### config.mk
export PLATFORM = sky130hd
export DESIGN_NAME = matrix_coef_loader
export DESIGN_NICKNAME = d
export VERILOG_FILES = /design/src/rtl/matrix_coef_loader.sv
export SDC_FILE = /design/constraint.sdc
export NUM_CORES = 1
export LEC_CHECK = 0
export CAP_MARGIN = 40
export CORE_ASPECT_RATIO = 1.1
export CORE_UTILIZATION = 55
export DETAILED_ROUTE_END_ITERATION = 10
export DONT_BUFFER_PORTS = 1
export PLACE_DENSITY = 0.69
export SKIP_CTS_REPAIR_TIMING = 1
export SYNTH_ARGS = -nofsm -noshare
export SYNTH_HDL_FRONTEND = slang
export SYNTH_SLANG_ARGS = --single-unit
### constraint.sdc
create_clock -name clock -period 5.2 [get_ports clock]
set_input_delay 0.52 -clock clock [delete_from_list [all_inputs] [get_ports clock]]
set_output_delay 0.52 -clock clock [all_outputs]
set_load 0.05 [all_outputs]
### src/rtl/matrix_coef_loader.sv
// Colour-matrix coefficient writer: takes nine two's-complement beats, converts to
// sign-magnitude in a shadow bank and applies the full set to the outputs on frame_start.
module matrix_coef_loader #(
    parameter int MSIZE = 8,
    parameter int UNITY = 1 << (MSIZE - 2)
) (
    input  logic             clock,
    input  logic             rst,
    input  logic             s_valid,
    output logic             s_ready,
    input  logic [MSIZE-1:0] s_data,
    input  logic             s_last,
    input  logic             frame_start,
    output logic [MSIZE-1:0] M00,
    output logic [MSIZE-1:0] M01,
    output logic [MSIZE-1:0] M02,
    output logic [MSIZE-1:0] M10,
    output logic [MSIZE-1:0] M11,
    output logic [MSIZE-1:0] M12,
    output logic [MSIZE-1:0] M20,
    output logic [MSIZE-1:0] M21,
    output logic [MSIZE-1:0] M22,
    output logic             pending,
    output logic             coef_upd,
    output logic             err
);

    localparam logic [MSIZE-1:0] UNITY_SM = MSIZE'(UNITY);
    localparam logic [3:0]       LAST_IDX = 4'd8;

    typedef enum logic {
        LOAD = 1'b0,
        PEND = 1'b1
    } state_t;

    state_t           state;
    state_t           state_next;
    logic [3:0]       count;
    logic [3:0]       count_next;
    logic             beat;
    logic             frame_err;
    logic             store;
    logic             apply;
    logic [MSIZE-1:0] shadow [9];
    logic [MSIZE-1:0] active [9];

    // Most negative input has no positive counterpart; clamp to full-scale magnitude.
    function automatic logic [MSIZE-1:0] to_sign_mag(input logic [MSIZE-1:0] d);
        logic [MSIZE-2:0] mag;
        mag = ~d[MSIZE-2:0] + (MSIZE-1)'(1);
        if (!d[MSIZE-1])
            return {1'b0, d[MSIZE-2:0]};
        else if (d[MSIZE-2:0] == '0)
            return '1;
        else
            return {1'b1, mag};
    endfunction

    always_ff @(posedge clock) begin
        if (rst) begin
            state <= LOAD;
            count <= '0;
        end else begin
            state <= state_next;
            count <= count_next;
        end
    end

    always_comb begin
        state_next = state;
        count_next = count;
        case (state)
            LOAD: begin
                if (beat) begin
                    if (count == LAST_IDX) begin
                        count_next = '0;
                        if (s_last)
                            state_next = PEND;
                    end else if (s_last) begin
                        count_next = '0;
                    end else begin
                        count_next = count + 4'd1;
                    end
                end
            end
            PEND: begin
                if (frame_start)
                    state_next = LOAD;
            end
            default: state_next = LOAD;
        endcase
    end

    // A beat is a framing error when s_last disagrees with being the ninth beat.
    always_comb begin
        s_ready   = (state == LOAD);
        pending   = (state == PEND);
        beat      = s_valid && s_ready;
        frame_err = beat && ((count == LAST_IDX) != s_last);
        store     = beat && !frame_err;
        apply     = (state == PEND) && frame_start;
    end

    always_ff @(posedge clock) begin
        if (rst) begin
            for (int unsigned i = 0; i < 9; i++) begin
                shadow[i] <= '0;
                active[i] <= (i % 4 == 0) ? UNITY_SM : '0;
            end
            coef_upd <= 1'b0;
            err      <= 1'b0;
        end else begin
            coef_upd <= apply;
            err      <= frame_err;
            if (store)
                shadow[count] <= to_sign_mag(s_data);
            if (apply) begin
                for (int unsigned i = 0; i < 9; i++)
                    active[i] <= shadow[i];
            end
        end
    end

    assign M00 = active[0];
    assign M01 = active[1];
    assign M02 = active[2];
    assign M10 = active[3];
    assign M11 = active[4];
    assign M12 = active[5];
    assign M20 = active[6];
    assign M21 = active[7];
    assign M22 = active[8];

endmodule

==> out/results.tsv, run 1 <==
metric	value	unit
status	finished, final reports clean	
CP endpoint kind	register	
Reg power frac	0.536	
leakage power	0.00244	uW
Slew headroom	0.359	
CTS max path bufs	2	
CTS tree	yes	
worst path required time	5.28	ns
Mapped Cells	399	
drt via density	5.60	
pwr dens	401	nW/um^2
WS Path Type	reg -> reg	
min-delay worst type	in -> reg	
Max Slew Vio Count	0	
Max Clock Freq	331	MHz
sequential area share after synthesis	0.742	
met1 GRT Util	0.283	
clk_skew	0.00864	ns
area grow syn2layout	12.7	%
Peak supply drop	0.223	mV
antenna violations before repair	0	
Core Area	10500	um^2
vias post-DR	3173	
n_diodes	0	
residual DRC count	0	
largest net degree at the start of global routing	71	
DIE AREA	11400	um^2
distinct cell type count after synthesis	44	
TNS Setup	0	ns
busiest grt layer	met2	
Post-Syn Nets	418	
Comb power frac	0.029	
critical path arrival	3.10	ns
Hold Violations, Final	0	
CP max FO	13	
Switch Pwr	619	uW
MaxCap Viol Count	0	
Core Rows	39	
count of state elements after synthesis	151	
# IOs	89	
final core area utilization	0.646	
vias in the first global route	3075	
slew at the pin with the worst max-slew slack	0.960	ns
clk sinks	151	
crit start category	register	
P_int	2100	uW
met3 Use GR	0.0628	
global-route usage over all layers	0.205	
crit share post-route	0.580	
depth of the CTS H-tree	4	
first-pass GRT wire length	16600	um
global route overflow	0	
Final ANT Viol Nets	0	
Starting Density	0.573	
Post-synth ARST share	0	
warning count from the yosys run	0	
Avg Cell Area, Syn	15.1	um^2
final RePlAce weighted congestion	0.885	
detailed placer's ending HPWL	6950	um
CTS root buf	clkbuf_16	
Die Height	112	um
Initial DRC Count	218	
Layout Nets	430	
First-pass DRT Iterations	5	
final period demand of the worst path	3.02	ns
Num CTS Buffers	17	
drt total wl	10700	um
number of synthesized flops with an enable pin	144	
Final setup viols	0	
RSZ-0062 raised after global routing	no	
Switching Share	0.228	
layout cells sized above 1	0.130	
die width	102	um
Syn Std Cell Area	6020	um^2
clock power share	0.435	
main flop type after synthesis	edfxtp_1	
CTS clk-pin slew, worst paths	0.06	ns
IO buf count	0	
Avg WL per Cell	18.9	um
GRT met2 Usage	0.298	
worst skew pair latency	0.42	ns
==> final timing paths <==
check | end | slack [ns] | from | cells after the start
setup / recovery | shadow[7][2] | 2.18 | count[0] | 9
hold / removal | count[3] | 0.17 | rst | 1
setup reg to reg | shadow[7][2] | 2.18 | count[0] | 9
hold reg to reg | active[0][70] | 0.51 | shadow[8][6] | 1
==> logic make-up after synthesis <==
logic type,synth area share
AO/OA/AOI/OAI,0.0281
AND/OR/NAND/NOR,0.199
flip-flops,0.742
XOR/XNOR,0.00146
buffers and inverters,0.0166
adder cells (fa/ha/maj),0.0125
==> power groups by stage <==
| stage | clock (uW) | sequential [uW] | combinational, uW |
|---|---|---|---|
| after floorplan | 0 | 1480 | 57.0 |
| after global placement | 0 | 1480 | 72.9 |
| after detailed placement | 0 | 1480 | 78.5 |
| after CTS | 1200 | 1460 | 78.9 |
| after global routing | 1240 | 1460 | 85.8 |
| final | 1180 | 1460 | 80.1 |
==> registers in the layout, summed over array words and instances (netlist names) <==
signal	cells
active	72
count	4
err	1
pending	1
shadow	72
coef_upd	1
==> metal layers <==
metal | share of wire | vias to the layer above | routed length [um]
li1 | - | 1489 | -
met1 | 0.43 | 1528 | 4630
met2 | 0.48 | 141 | 5140
met3 | 0.076 | 15 | 812
met4 | 0.016 | 0 | 167
met5 | 0 | - | 0
==> synthesized netlist by cell type, types with 2 or more instances <==
master	number	area, um^2
nand2b_1	12	75.1
clkbuf_1	10	37.5
inv_1	7	26.3
nor3_1	37	185
nor2_1	33	124
nor2b_1	2	12.5
nand2_1	11	41.3
a211oi_1	9	67.6
o21ai_0	2	10.0
ha_1	6	75.1
nand3b_1	2	15.0
a31oi_1	2	12.5
nand4b_1	4	35.0
nand3_4	5	87.6
or3_1	3	18.8
dfxtp_1	7	140
edfxtp_1	144	4320
and2_1	69	432
nand3_1	4	20.0
a21oi_1	5	25.0
buf_6	2	22.5
==> worst max-delay path, stage by stage, from the launching register on <==
cell      delay [ns]
dfxtp_1         0.41
inv_1           0.11
ha_1            0.35
nand3b_1        0.23
inv_1           0.07
ha_1            0.31
nor4b_4         0.26
buf_4           0.29
nand3_1         0.28
nand2b_1        0.37
==> cells in the final DEF, fill, tap and decap left out, types with 7 or more instances in the layout <==
| cell type | n |
|---|---|
| and2_1 | 69 |
| nor3_1 | 37 |
| dfxtp_1 | 7 |
| clkbuf_16 | 17 |
| nor2_1 | 32 |
| inv_1 | 7 |
| nand2b_1 | 11 |
| nand2_1 | 11 |
| edfxtp_1 | 144 |
| a211oi_1 | 9 |
==> final cells by class <==
type                       count  area [um^2]
clock buffer                  17          425
clock inverter                15          154
fill                         771         3710
inverter                       8         30.0
multi-input combinational    226         1460
sequential                   151         4460
tap                          143          179
timing repair buffer           7         65.1
==> metrics by stage <==
step	power (uW)	hold WS (ns)	worst slack (ns)	area (um^2)	cells
after detailed placement	1560	0.496	2.20	6200	535
after global placement	1560	0.485	2.33	6160	532
after floorplan	1530	0.481	2.11	6020	399
after global routing	2790	0.148	1.91	6780	567
after CTS	2730	0.148	2.19	6780	567
final	2720	0.168	2.18	6780	567
(Power assumes the default switching activity.)
==> run 2, diff against run 1 <==
--- a/config.mk
+++ b/config.mk
@@ -10,7 +10,7 @@
 export CORE_UTILIZATION = 55
 export DETAILED_ROUTE_END_ITERATION = 10
 export DONT_BUFFER_PORTS = 1
-export PLACE_DENSITY = 0.69
+export PLACE_DENSITY = 0.72
 export SKIP_CTS_REPAIR_TIMING = 1
 export SYNTH_ARGS = -nofsm -noshare
 export SYNTH_HDL_FRONTEND = slang
==> constraint.sdc (replaced) <==
create_clock -name clock -period 2.65 [get_ports clock]
set_input_delay 0.265 -clock clock [delete_from_list [all_inputs] [get_ports clock]]
set_output_delay 0.265 -clock clock [all_outputs]
set_load 0.05 [all_outputs]
==> run 2 against run 1 <==
  * Clock-buffer cell count unchanged
  * Final area rose by 1.9%
  * First-iteration DRC count up 23%
  * Die area stayed put
  * Critical path depth stayed put
  * Power up 100%
  * Clock skew up 0.0030 ns
  * Highest routed layer unchanged
==> out/results.tsv, run 2 (synthesis results as in run 1) <==
metric	value	unit	change
layout cells sized above 1	0.169		was 0.130
CTS tree	yes		unchanged
CTS root buf	clkbuf_16		unchanged
fill count	744		was 771
Initial DRC Count	268		was 218
P_int	4220	uW	was 2100 uW
Final setup viols	0		unchanged
min-delay worst type	in -> reg		unchanged
depth of the CTS H-tree	4		unchanged
clk sinks	151		unchanged
leading registers by flop count	active: 72 flops, shadow: 72 flops, count: 4 flops		unchanged
Starting Density	0.573		unchanged
drt via density	5.65		was 5.60
pwr dens	787	nW/um^2	was 401 nW/um^2
Peak supply drop	0.452	mV	was 0.223 mV
CTS max path bufs	2		unchanged
worst path required time	2.76	ns	was 5.28 ns
drt total wl	11000	um	was 10700 um
Reg power frac	0.526		was 0.536
Die Height	112	um	unchanged
vias post-DR	3252		was 3173
Switching Share	0.223		was 0.228
most frequent cells in the layout	edfxtp_1, and2_1, nor3_1		unchanged
global-route usage over all layers	0.209		was 0.205
Hold Violations, Final	0		unchanged
crit start category	register		unchanged
worst skew pair latency	0.41	ns	was 0.42 ns
final period demand of the worst path	2.48	ns	was 3.02 ns
vias in the first global route	3264		was 3075
CP max FO	13		unchanged
MaxCap Viol Count	0		unchanged
Max Slew Vio Count	0		unchanged
residual DRC count	0		unchanged
Core Rows	39		unchanged
Core Area	10500	um^2	unchanged
Slew headroom	0.350		was 0.359
Layout Nets	439		was 430
Avg WL per Cell	19.0	um	was 18.9 um
IO buf count	0		unchanged
final core area utilization	0.658		was 0.646
clock power share	0.443		was 0.435
clk_skew	0.0117	ns	was 0.00864 ns
final RePlAce weighted congestion	0.872		was 0.885
die width	102	um	unchanged
slew at the pin with the worst max-slew slack	0.971	ns	was 0.960 ns
WS Path Type	reg -> reg		unchanged
Comb power frac	0.031		was 0.029
antenna violations before repair	0		unchanged
largest net degree at the start of global routing	74		was 71
RSZ-0062 raised after global routing	no		unchanged
status	finished, final reports clean		unchanged
TNS Setup	0	ns	unchanged
crit share post-route	0.935		was 0.580
Final ANT Viol Nets	0		unchanged
critical path arrival	2.59	ns	was 3.10 ns
CP endpoint kind	register		unchanged
Num CTS Buffers	17		unchanged
DIE AREA	11400	um^2	unchanged
first-pass GRT wire length	17000	um	was 16600 um
# IOs	89		unchanged
CTS clk-pin slew, worst paths	0.06	ns	about the same
First-pass DRT Iterations	4		was 5
Switch Pwr	1210	uW	was 619 uW
global route overflow	0		unchanged
commonest non-fill, non-tap cell in the layout	edfxtp_1		unchanged
n_diodes	0		unchanged
leakage power	0.00249	uW	was 0.00244 uW
detailed placer's ending HPWL	6960	um	was 6950 um
Max Clock Freq	404	MHz	was 331 MHz
area grow syn2layout	14.8	%	was 12.7%
-- run 2: changes by cell type in the layout (fill, tap and decap cells not counted), sizes merged --
cell,before,now
clkinv,8,5
bufinv,2,3
clkinvlp,2,4
dlygate4sd3,0,2
buf,7,14
-- run 2: power groups by stage --
stage	combinational [uW]	sequential, uW	clock, uW
final	169	2860	2410
after global routing	184	2860	2520
after CTS	165	2860	2430
after detailed placement	162	2910	0
after global placement	158	2910	0
after floorplan	112	2900	0
-- run 2: cell type report --
| type | count | area (um^2) | share of cell area |
|---|---|---|---|
| flip-flops and latches | 151 | 4460 | 0.646 |
| multi-input cells | 226 | 1480 | 0.215 |
| clock buffers | 17 | 425 | 0.0616 |
| well taps | 143 | 179 | 0.0259 |
| clock inverters | 15 | 175 | 0.0254 |
| repair buffers | 16 | 150 | 0.0217 |
| inverters | 8 | 30.0 | 0.00435 |
-- run 2: final timing paths --
path                     start  cells after the start       endpoint  slack (ns)
setup / recovery      count[1]                      9   shadow[8][5]        0.17
hold / removal          s_last                      2       count[0]        0.04
setup reg to reg      count[1]                      9   shadow[8][5]        0.17
hold reg to reg   shadow[1][6]                      1  active[0][14]        0.52
-- run 2: through the flow --
step / area (um^2) / instances / total power, uW / hold slack (ns) / setup slack [ns]
after floorplan: 6020 / 399 / 3010 / 0.410 / 0.0266
after global placement: 6260 / 542 / 3070 / 0.339 / 0.180
after detailed placement: 6260 / 542 / 3070 / 0.340 / 0.0831
after CTS: 6870 / 574 / 5450 / -0.0974 / 0.0633
after global routing: 6910 / 576 / 5570 / 0.0256 / 0.00119
final: 6910 / 576 / 5430 / 0.0383 / 0.172
-- run 2: critical path, cell delays in order (launching register included) --
cell,delay [ns]
dfxtp_1,0.41
inv_1,0.09
ha_1,0.20
nand3b_1,0.17
inv_1,0.07
ha_1,0.32
nor4b_4,0.32
buf_12,0.20
nand4b_4,0.18
nand2b_2,0.22
-- run 2: metal layers --
metal | vias to the layer above | share of wire | global-route usage
li1 | 1516 | - | -
met1 | 1566 | 0.39 | 0.273
met2 | 154 | 0.50 | 0.312
met3 | 16 | 0.094 | 0.0640
met4 | 0 | 0.019 | 0.111
met5 | - | 0 | 0
